--- config.mk ---
export PLATFORM = sky130hd
export DESIGN_NAME = uart_rx
export DESIGN_NICKNAME = d
export VERILOG_FILES = /design/src/rtl/uart_pkg.sv /design/src/rtl/sync_fifo.sv /design/src/rtl/uart_rx.sv
export SDC_FILE = /design/constraint.sdc
export NUM_CORES = 1
export LEC_CHECK = 0
export BUFFER_PORTS_ARGS = -buffer_cell sky130_fd_sc_hd__buf_4
export CAP_MARGIN = 25
export CORE_MARGIN = 4
export CORE_UTILIZATION = 40
export DETAILED_ROUTE_END_ITERATION = 16
export PLACE_DENSITY = 0.55
export SYNTH_ARGS = -nofsm -noshare
export SYNTH_HDL_FRONTEND = slang
export SYNTH_SLANG_ARGS = --single-unit
--- constraint.sdc ---
create_clock -name clk -period 2.75 [get_ports clk]
set_input_delay 0.4125 -clock clk [delete_from_list [all_inputs] [get_ports clk]]
set_output_delay 0.4125 -clock clk [all_outputs]
set_load 0.02 [all_outputs]
--- src/rtl/uart_pkg.sv ---
// Shared definitions for the UART receive path: FSM state codes, frame
// geometry and the bit-period helper.
package uart_pkg;

  localparam int DATA_BITS = 8;
  localparam int STATE_W   = 3;

  localparam logic [STATE_W-1:0] ST_IDLE   = 3'd0;
  localparam logic [STATE_W-1:0] ST_START  = 3'd1;
  localparam logic [STATE_W-1:0] ST_DATA   = 3'd2;
  localparam logic [STATE_W-1:0] ST_PARITY = 3'd3;
  localparam logic [STATE_W-1:0] ST_STOP   = 3'd4;

  function automatic int clks_per_bit(input int clk_hz, input int baud);
    return clk_hz / baud;
  endfunction

endpackage

--- src/rtl/sync_fifo.sv ---
// Single-clock show-ahead FIFO; a pop in the same cycle frees room for a
// push even when full.
module sync_fifo import uart_pkg::*; #(
  parameter int WIDTH = DATA_BITS,
  parameter int DEPTH = 4
) (
  input  logic                     clk,
  input  logic                     rst,
  input  logic                     push,
  input  logic [WIDTH-1:0]         push_data,
  input  logic                     pop,
  output logic [WIDTH-1:0]         head,
  output logic [$clog2(DEPTH):0]   count,
  output logic                     empty,
  output logic                     full
);

  localparam int AW = $clog2(DEPTH);
  localparam int CW = AW + 1;

  logic [WIDTH-1:0] mem [DEPTH];
  logic [AW-1:0]    wr_ptr;
  logic [AW-1:0]    rd_ptr;
  logic [CW-1:0]    fill;
  logic             do_push;
  logic             do_pop;

  assign empty   = (fill == '0);
  assign full    = (fill == CW'(DEPTH));
  assign do_pop  = pop & ~empty;
  assign do_push = push & (~full | do_pop);
  assign count   = fill;
  assign head    = empty ? '0 : mem[rd_ptr];

  // NOTE: sequential state uses non-blocking assignments so every flop
  // samples pre-edge values regardless of statement order.
  always_ff @(posedge clk) begin
    if (rst) begin
      wr_ptr <= '0;
      rd_ptr <= '0;
      fill   <= '0;
    end else begin
      if (do_push) wr_ptr <= wr_ptr + AW'(1);
      if (do_pop)  rd_ptr <= rd_ptr + AW'(1);
      case ({do_push, do_pop})
        2'b10:   fill <= fill + CW'(1);
        2'b01:   fill <= fill - CW'(1);
        default: fill <= fill;
      endcase
    end
  end

  // NOTE: storage is not reset; head is masked while empty so stale
  // contents are never observable.
  always_ff @(posedge clk) begin
    if (do_push) mem[wr_ptr] <= push_data;
  end

endmodule

--- src/rtl/uart_rx.sv ---
// 8N1 UART receiver with a show-ahead receive FIFO, sticky error flags and
// an enqueue interrupt. Define UART_RX_PARITY_EN for 8E1 framing.
module uart_rx import uart_pkg::*; #(
  parameter int CLK_HZ     = 27000000,
  parameter int BAUD       = 115200,
  parameter int FIFO_DEPTH = 4
) (
  input  logic                          clk,
  input  logic                          rst,
  input  logic                          rx,
  input  logic                          rd_enable,
  output logic [7:0]                    rd_data,
  output logic                          empty,
  output logic [$clog2(FIFO_DEPTH):0]   count,
  output logic                          overrun,
  output logic                          frame_error,
  input  logic                          clear_errors,
  input  logic                          interrupt_enable,
`ifdef UART_RX_PARITY_EN
  output logic                          parity_error,
`endif
  output logic                          interrupt
);

  localparam int BIT   = clks_per_bit(CLK_HZ, BAUD);
  localparam int HALF  = BIT / 2;
  localparam int CNT_W = $clog2(BIT + 1);

  logic               rx_meta;
  logic               rxs;
  logic               rxs_d;
  logic [STATE_W-1:0] state;
  logic [CNT_W-1:0]   cnt;
  logic [2:0]         idx;
  logic [7:0]         shreg;
  logic               expire;
  logic               stop_ok;
  logic               stop_bad;
  logic               push;
  logic               enq;
  logic               full;

  // Synchroniser idles high so reset never fabricates a falling edge.
  always_ff @(posedge clk) begin
    if (rst) begin
      rx_meta <= 1'b1;
      rxs     <= 1'b1;
      rxs_d   <= 1'b1;
    end else begin
      rx_meta <= rx;
      rxs     <= rx_meta;
      rxs_d   <= rxs;
    end
  end

  assign expire   = (cnt == '0);
  assign stop_ok  = (state == ST_STOP) && expire && rxs;
  assign stop_bad = (state == ST_STOP) && expire && !rxs;

`ifdef UART_RX_PARITY_EN
  logic par_bad;
  logic par_set;
  assign par_set = (state == ST_PARITY) && expire && (^{shreg, rxs});
  assign push    = stop_ok && !par_bad;
`else
  assign push    = stop_ok;
`endif

  // full implies non-empty, so rd_enable here is a real pop making room.
  assign enq = push & (~full | rd_enable);

  always_ff @(posedge clk) begin
    if (rst) begin
      state <= ST_IDLE;
      cnt   <= '0;
      idx   <= '0;
      shreg <= '0;
`ifdef UART_RX_PARITY_EN
      par_bad <= 1'b0;
`endif
    end else begin
      case (state)
        ST_IDLE: begin
          if (rxs_d && !rxs) begin
            cnt   <= CNT_W'(HALF - 1);
            state <= ST_START;
          end
        end
        ST_START: begin
          if (!expire) begin
            cnt <= cnt - CNT_W'(1);
          end else if (rxs) begin
            state <= ST_IDLE;
          end else begin
            cnt   <= CNT_W'(BIT - 1);
            idx   <= '0;
            state <= ST_DATA;
          end
        end
        ST_DATA: begin
          if (!expire) begin
            cnt <= cnt - CNT_W'(1);
          end else begin
            shreg[idx] <= rxs;
            cnt        <= CNT_W'(BIT - 1);
            if (idx == 3'd7) begin
`ifdef UART_RX_PARITY_EN
              state <= ST_PARITY;
`else
              state <= ST_STOP;
`endif
            end else begin
              idx <= idx + 3'd1;
            end
          end
        end
`ifdef UART_RX_PARITY_EN
        ST_PARITY: begin
          if (!expire) begin
            cnt <= cnt - CNT_W'(1);
          end else begin
            par_bad <= ^{shreg, rxs};
            cnt     <= CNT_W'(BIT - 1);
            state   <= ST_STOP;
          end
        end
`endif
        ST_STOP: begin
          if (!expire) cnt <= cnt - CNT_W'(1);
          else         state <= ST_IDLE;
        end
        default: state <= ST_IDLE;
      endcase
    end
  end

  // A same-cycle set outranks clear_errors.
  always_ff @(posedge clk) begin
    if (rst) begin
      overrun     <= 1'b0;
      frame_error <= 1'b0;
      interrupt   <= 1'b0;
`ifdef UART_RX_PARITY_EN
      parity_error <= 1'b0;
`endif
    end else begin
      interrupt <= enq & interrupt_enable;
      if (push && full && !rd_enable) overrun <= 1'b1;
      else if (clear_errors)          overrun <= 1'b0;
      if (stop_bad)          frame_error <= 1'b1;
      else if (clear_errors) frame_error <= 1'b0;
`ifdef UART_RX_PARITY_EN
      if (par_set)           parity_error <= 1'b1;
      else if (clear_errors) parity_error <= 1'b0;
`endif
    end
  end

  sync_fifo #(
    .WIDTH (8),
    .DEPTH (FIFO_DEPTH)
  ) u_fifo (
    .clk       (clk),
    .rst       (rst),
    .push      (push),
    .push_data (shreg),
    .pop       (rd_enable),
    .head      (rd_data),
    .count     (count),
    .empty     (empty),
    .full      (full)
  );

endmodule

==> flow_metrics.env, run 1 <==
export IMPL_clk_path_buf_depth=2
export IMPL_numCtsBuffers=9
export IMPL_relSlewSlack_pct=61.4
export IMPL_dp_final_hpwl_mm=3.97
export IMPL_start_kind="flop"
export IMPL_drt_iter0_drc=56
export IMPL_cts_sink_count=69
export IMPL_place_gp_congestion=0.786
export IMPL_via_per_inst=5.21
export IMPL_highest_layer="met4"
export IMPL_timing_hold_ws_ns=0.256
export IMPL_syn_to_final_growth_pct=14.9
export IMPL_routedWlPerCell_microns=14.5
export IMPL_synth_distinct_cells=53
export IMPL_power_per_cell_area_mw_per_mm2=621
export IMPL_synthesis_nets=301
export IMPL_avgSynthCellArea_sq_um=11.3
export IMPL_synth_cells=285
export IMPL_nets=321
export IMPL_synth_most_common_cell="dfxtp_1"
export IMPL_drive_above_1_share_pct=21.9
export IMPL_clk_latency_ns=0.34
export IMPL_final_cells=412
export IMPL_via_count=2145
export IMPL_cts_tree="built"
export IMPL_timing_hold_violations_final=0
export IMPL_diodes=0
export IMPL_rows=32
export IMPL_fin_crit_ns=2.49
export IMPL_setup_viol=0
export IMPL_synthesis_area_sq_mm=0.00322
export IMPL_post_route_util_pct=47.7
export IMPL_reg2reg_depth=12
export IMPL_hold_path_cell_count=2
export IMPL_ant_nets=0
export IMPL_numPortBuffers=20
export IMPL_tightest_slew_ns=0.571
export IMPL_die_h_microns=97.8
export IMPL_grt_ovfl_total=0
export IMPL_crit_required_ns=3.02
export IMPL_rsz0062_at_grt="false"
export IMPL_synthFlopType="dfxtp_1"
export IMPL_outcome="finished clean"
export IMPL_wl_met1_mm=2.70
export IMPL_cp_top_family="adder cells"
export IMPL_fillers=746
export IMPL_vdd_ir_drop_max_uv=197
export IMPL_crit_chain="inv_1 > ha_1 > nor4b_2 > nand4_1 > nor2_2 > inv_1 > ha_1 > inv_1 > fa_1 > xor2_1 > or3_1 > a21oi_1"
export IMPL_synth_seq_cells=69
export IMPL_synth_edff_count=32
export IMPL_start_util_pct=41.5
export IMPL_hp_class="in -> reg"
export IMPL_cp_max_fo=5
export IMPL_fp_dieW_microns=97.8
export IMPL_period_share_pct=90.5
export IMPL_skew_ns=0.00950
export IMPL_crit_arrival_ns=2.76
export IMPL_ctsHoldBuffers=0
export IMPL_ys_async_sr_fraction_pct=0
export IMPL_maxSlewViolCount=0
export IMPL_firstDrtPassIters=4
export IMPL_fmax_ghz=0.402
export IMPL_yosysWarnings=0
export IMPL_cp_slowest_cell="dfxtp_1"
export IMPL_met3_length_microns=227
export IMPL_wl_mm=5.98
export IMPL_yosysSeqAreaShare_pct=52.8
export IMPL_postCtsResizedCells=0
export IMPL_path_clk_slew_ns=0.08
export IMPL_drc=0
export IMPL_crit_path_frequent_cell="inv_1"
export IMPL_total_power_uw=2300
export IMPL_grt_max_degree=38
export IMPL_p_leak_uw=0.00133
export IMPL_grt_pass1_wl_mm=10.0
export IMPL_grt_util_all_layers_pct=13.1
export IMPL_synthTopCellsByArea="edfxtp_1, dfxtp_1, mux4_2"
export IMPL_grt_pass1_vias=1962
export IMPL_synth_area_leader_cell="edfxtp_1"
export IMPL_synth_top_cell_area_share_pct=29.8
export IMPL_critPathBufInv=3
export IMPL_critical_path_max_stage_delay_ns=0.39
export IMPL_wl_met2_mm=2.97
export IMPL_max_cap_viol_count=0
export IMPL_cp_end_kind="flop"
export IMPL_core_area_sq_mm=0.00777
export IMPL_fin_tns_setup_ns=0
export IMPL_cts_htree_levels=3
export IMPL_io_pins=21
export IMPL_crit_cells=12
export IMPL_synth_commonest_cells="dfxtp_1, edfxtp_1, nor2_1, a21oi_1, nor3_1"
export IMPL_cts_setup_buffers=0
export IMPL_worstSetupPathType="reg -> reg"
export IMPL_placed_cells=396
export IMPL_antenna_found_initial=0
export IMPL_cts_root_buf="clkbuf_8"
export IMPL_die_area_sq_mm=0.00956
## per-layer routing
metal  global-route usage, %  up-vias
met5                       0        -
met4                    3.83        0
li1                        -     1065
met1                    16.7     1032
met2                    21.6       43
met3                    4.14        5
## worst reg2reg max path, stage by stage, from the launching register on
cell,delay (ns)
dfxtp_1,0.39
inv_1,0.11
ha_1,0.25
nor4b_2,0.19
nand4_1,0.12
nor2_2,0.04
inv_1,0.09
ha_1,0.17
inv_1,0.06
fa_1,0.37
xor2_1,0.16
or3_1,0.30
a21oi_1,0.15
## metrics by stage
stage / area, sq um / setup WS, ns
after floorplan: 3220 / 0.185
after global placement: 3460 / 0.317
after detailed placement: 3460 / 0.229
after CTS: 3700 / 0.234
after global routing: 3700 / 0.0301
final: 3700 / 0.263
## sequential cells by signal, indices dropped and copies added, names as in the netlist, 2 cells and up, named ones only
name,cells
shreg,8
idx,3
u_fifo.count,3
cnt,8
u_fifo.wr_ptr,2
u_fifo.mem,32
state,3
u_fifo.rd_ptr,2
## power breakdown
part	switching (uW)	internal, uW	leakage [uW]
logic	122	73.5	0.000609
registers	18.9	1080	0.000596
clock network	400	609	0.000124
## layout make-up
type	count	area [sq um]	area share, %
flip-flops and latches	69	1700	46.0
clock buffers	9	124	3.35
well taps	102	128	3.45
repair buffers	26	195	5.27
clock inverters	7	121	3.28
multi-input cells	188	1390	37.6
inverters	11	41.3	1.12
## logic make-up (layout without fill, tap and decap cells)
group                      count (synthesis)  count (layout)  share of synthesized area [%]
adders and majority gates                 11              11                           4.43
muxes                                     17              17                           8.42
buffers and inverters                     28              53                           4.04
DFF                                       69              69                           52.8
and+or+nand+nor                          108             108                           19.5
AOI/OAI and AO/OA                         45              45                           8.89
xor gates and xnor gates                   7               7                           1.90
## cell usage in the layout, fill, tap and decap left out, types with 4 or more instances in the layout
cell      count
nor3_1       14
and2b_1       6
nand2_1      11
inv_1        11
mux4_2        8
nand3_1       4
edfxtp_1     32
buf_4        26
clkbuf_8      9
a21oi_1      16
ha_1          9
nor2_1       28
nor3b_1       5
mux2i_1       8
and2_1        5
nand2b_1      8
nand4_1       4
dfxtp_1      37
xor2_1        4
o21ai_0      12
## final timing paths
path | start | endpoint | slack, ns
worst max register to register | cnt[0] | u_fifo.count[2] | 0.26
worst min register to register | rx_meta | rxs | 0.42
worst max-delay path | cnt[0] | u_fifo.count[2] | 0.26
worst min-delay path | rx | rx_meta | 0.26
No activity file was read; power rests on OpenSTA's default activity.
==> run 2, diff against run 1 <==
CORE_UTILIZATION = 25   (was 40)
PLACE_DENSITY = 0.38   (was 0.55)
SKIP_CTS_REPAIR_TIMING = 1   (was default)
==> run 2 against run 1 <==
Largest cell class unchanged; clock-buffer cell count grew 1; critical path depth did not move; critical path type unchanged; largest power group is now the clock network; sequential cell count is the same; power up 14%; setup slack better by 0.040 ns; clock power increased by 31%; combinational power grew 7%.
==> flow_metrics.env, run 2 (synthesis results as in run 1) <==
export IMPL_via_count=2107
export IMPL_via_per_inst=4.35
export IMPL_ant_nets=0
export IMPL_cp_max_fo=5
export IMPL_outcome="finished clean"
export IMPL_worstSetupPathType="reg -> reg"
export IMPL_rsz0062_at_grt="false"
export IMPL_grt_pass1_wl_mm=11.1
export IMPL_routedWlPerCell_microns=14.1
export IMPL_grt_ovfl_total=0
export IMPL_min_from="rx"
export IMPL_timing_hold_violations_final=0
export IMPL_cp_end_kind="flop"
export IMPL_largest_registers="u_fifo.mem (32), cnt (8), shreg (8)"
export IMPL_cts_sink_count=69
export IMPL_drt_iter0_drc=120
export IMPL_die_area_sq_mm=0.0148
export IMPL_min_to="rx_meta"
export IMPL_cts_root_buf="clkbuf_16"
export IMPL_clk_latency_ns=0.33
export IMPL_r2r_setup_slack_ns=0.30
export IMPL_rows=41
export IMPL_final_cells=484
export IMPL_setup_viol=0
export IMPL_grt_pass1_vias=2097
export IMPL_grt_util_all_layers_pct=9.85
export IMPL_fillers=1318
export IMPL_reg2reg_to="u_fifo.count[2]"
export IMPL_syn_to_final_growth_pct=21.0
export IMPL_cts_htree_levels=3
export IMPL_maxSlewViolCount=0
export IMPL_numCtsBuffers=9
export IMPL_power_per_cell_area_mw_per_mm2=673
export IMPL_place_ws_ns=0.306
export IMPL_drc=0
export IMPL_io_pins=21
export IMPL_skew_ns=0.00404
export IMPL_hold_path_cell_count=2
export IMPL_period_share_pct=89.0
export IMPL_relSlewSlack_pct=60.6
export IMPL_hp_class="in -> reg"
export IMPL_path_clk_slew_ns=0.05
export IMPL_reg2reg_from="cnt[0]"
export IMPL_fin_crit_ns=2.45
export IMPL_numPortBuffers=20
export IMPL_largest_reg_flops=32
export IMPL_clk_path_buf_depth=2
export IMPL_diodes=0
export IMPL_fin_tns_setup_ns=0
export IMPL_firstDrtPassIters=4
export IMPL_crit_required_ns=3.01
export IMPL_cts_tree="built"
export IMPL_grt_max_degree=38
export IMPL_core_area_sq_mm=0.0126
export IMPL_crit_arrival_ns=2.71
export IMPL_die_h_microns=122
export IMPL_placed_cells=468
export IMPL_antenna_found_initial=0
export IMPL_reg2reg_depth=12
export IMPL_layout_commonest_cell="dfxtp_1"
export IMPL_tightest_slew_ns=0.588
export IMPL_wl_mm=6.80
export IMPL_start_kind="flop"
export IMPL_vdd_ir_drop_max_uv=221
export IMPL_place_gp_congestion=0.728
export IMPL_p_leak_uw=0.00138
export IMPL_drive_above_1_share_pct=21.8
export IMPL_fp_dieW_microns=122
export IMPL_layout_common_cells="dfxtp_1, edfxtp_1, nor2_1, buf_4, a21oi_1"
export IMPL_fmax_ghz=0.409
export IMPL_dp_final_hpwl_mm=4.53
export IMPL_largest_register="u_fifo.mem"
export IMPL_max_cap_viol_count=0
export IMPL_setup_ws_ns=0.302
export IMPL_start_util_pct=25.5
export IMPL_nets=323
run 2: cell count changes in the layout (fill, tap and decap cells not counted), sizes merged:
| cell | before | now |
|---|---|---|
| buf | 26 | 28 |
| inv | 13 | 11 |
| clkbuf | 9 | 10 |
| clkinv | 2 | 3 |
run 2: layer usage:
metal  track usage [%]  part of all wire, %  vias up
met1              12.0                   46      998
met3              3.06                  3.7        8
met5                 0                    0        -
li1                  -                    -     1067
met2              16.2                   49       34
met4              3.99                  1.8        0
run 2: power breakdown:
part | internal, uW | total (uW) | switching, uW
combinational | 78.2 | 208 | 130
clock | 885 | 1320 | 433
sequential | 1080 | 1100 | 19.1
run 2: worst max-delay path, cell delays in order, from the launching register on:
cell and delay, ns:
dfxtp_1 0.38, inv_1 0.10, ha_1 0.24, nor4b_2 0.19
nand4_1 0.13, nor2_2 0.05, inv_1 0.09, ha_1 0.18
inv_1 0.06, fa_1 0.37, xor2_1 0.16, or3_1 0.31
a21oi_1 0.13
run 2: final cells by class:
cell class | count | area [sq um] | share of cell area, %
clock buffers | 10 | 229 | 5.87
clock inverters | 6 | 111 | 2.86
inverters | 11 | 41.3 | 1.06
multi-input cells | 188 | 1390 | 35.7
flip-flops and latches | 69 | 1700 | 43.6
well taps | 172 | 215 | 5.52
repair buffers | 28 | 210 | 5.39
run 2: per-stage QoR:
step / cell area (sq um) / power [uW] / util (%) / hold slack (ns)
after CTS: 3900 / 2670 / 30.9 / 0.248
final: 3900 / 2630 / 30.9 / 0.262
after global placement: 3560 / 1330 / 28.2 / 0.394
after global routing: 3900 / 2740 / 30.9 / 0.251
after floorplan: 3220 / 1280 / - / 0.389
after detailed placement: 3560 / 1330 / 28.2 / 0.394
run 2: worst max path at each step:
stage               slack, ns         endpoint  cells past startpoint            start
finish                   0.30  u_fifo.count[2]                     12           cnt[0]
global route             0.01  u_fifo.count[2]                     12           cnt[0]
CTS                      0.28  u_fifo.count[2]                     12           cnt[0]
detailed placement       0.31  u_fifo.count[2]                     12           cnt[0]
global placement         0.34  u_fifo.count[2]                     10        rd_enable
floorplan                0.18  u_fifo.count[2]                      8  u_fifo.count[0]
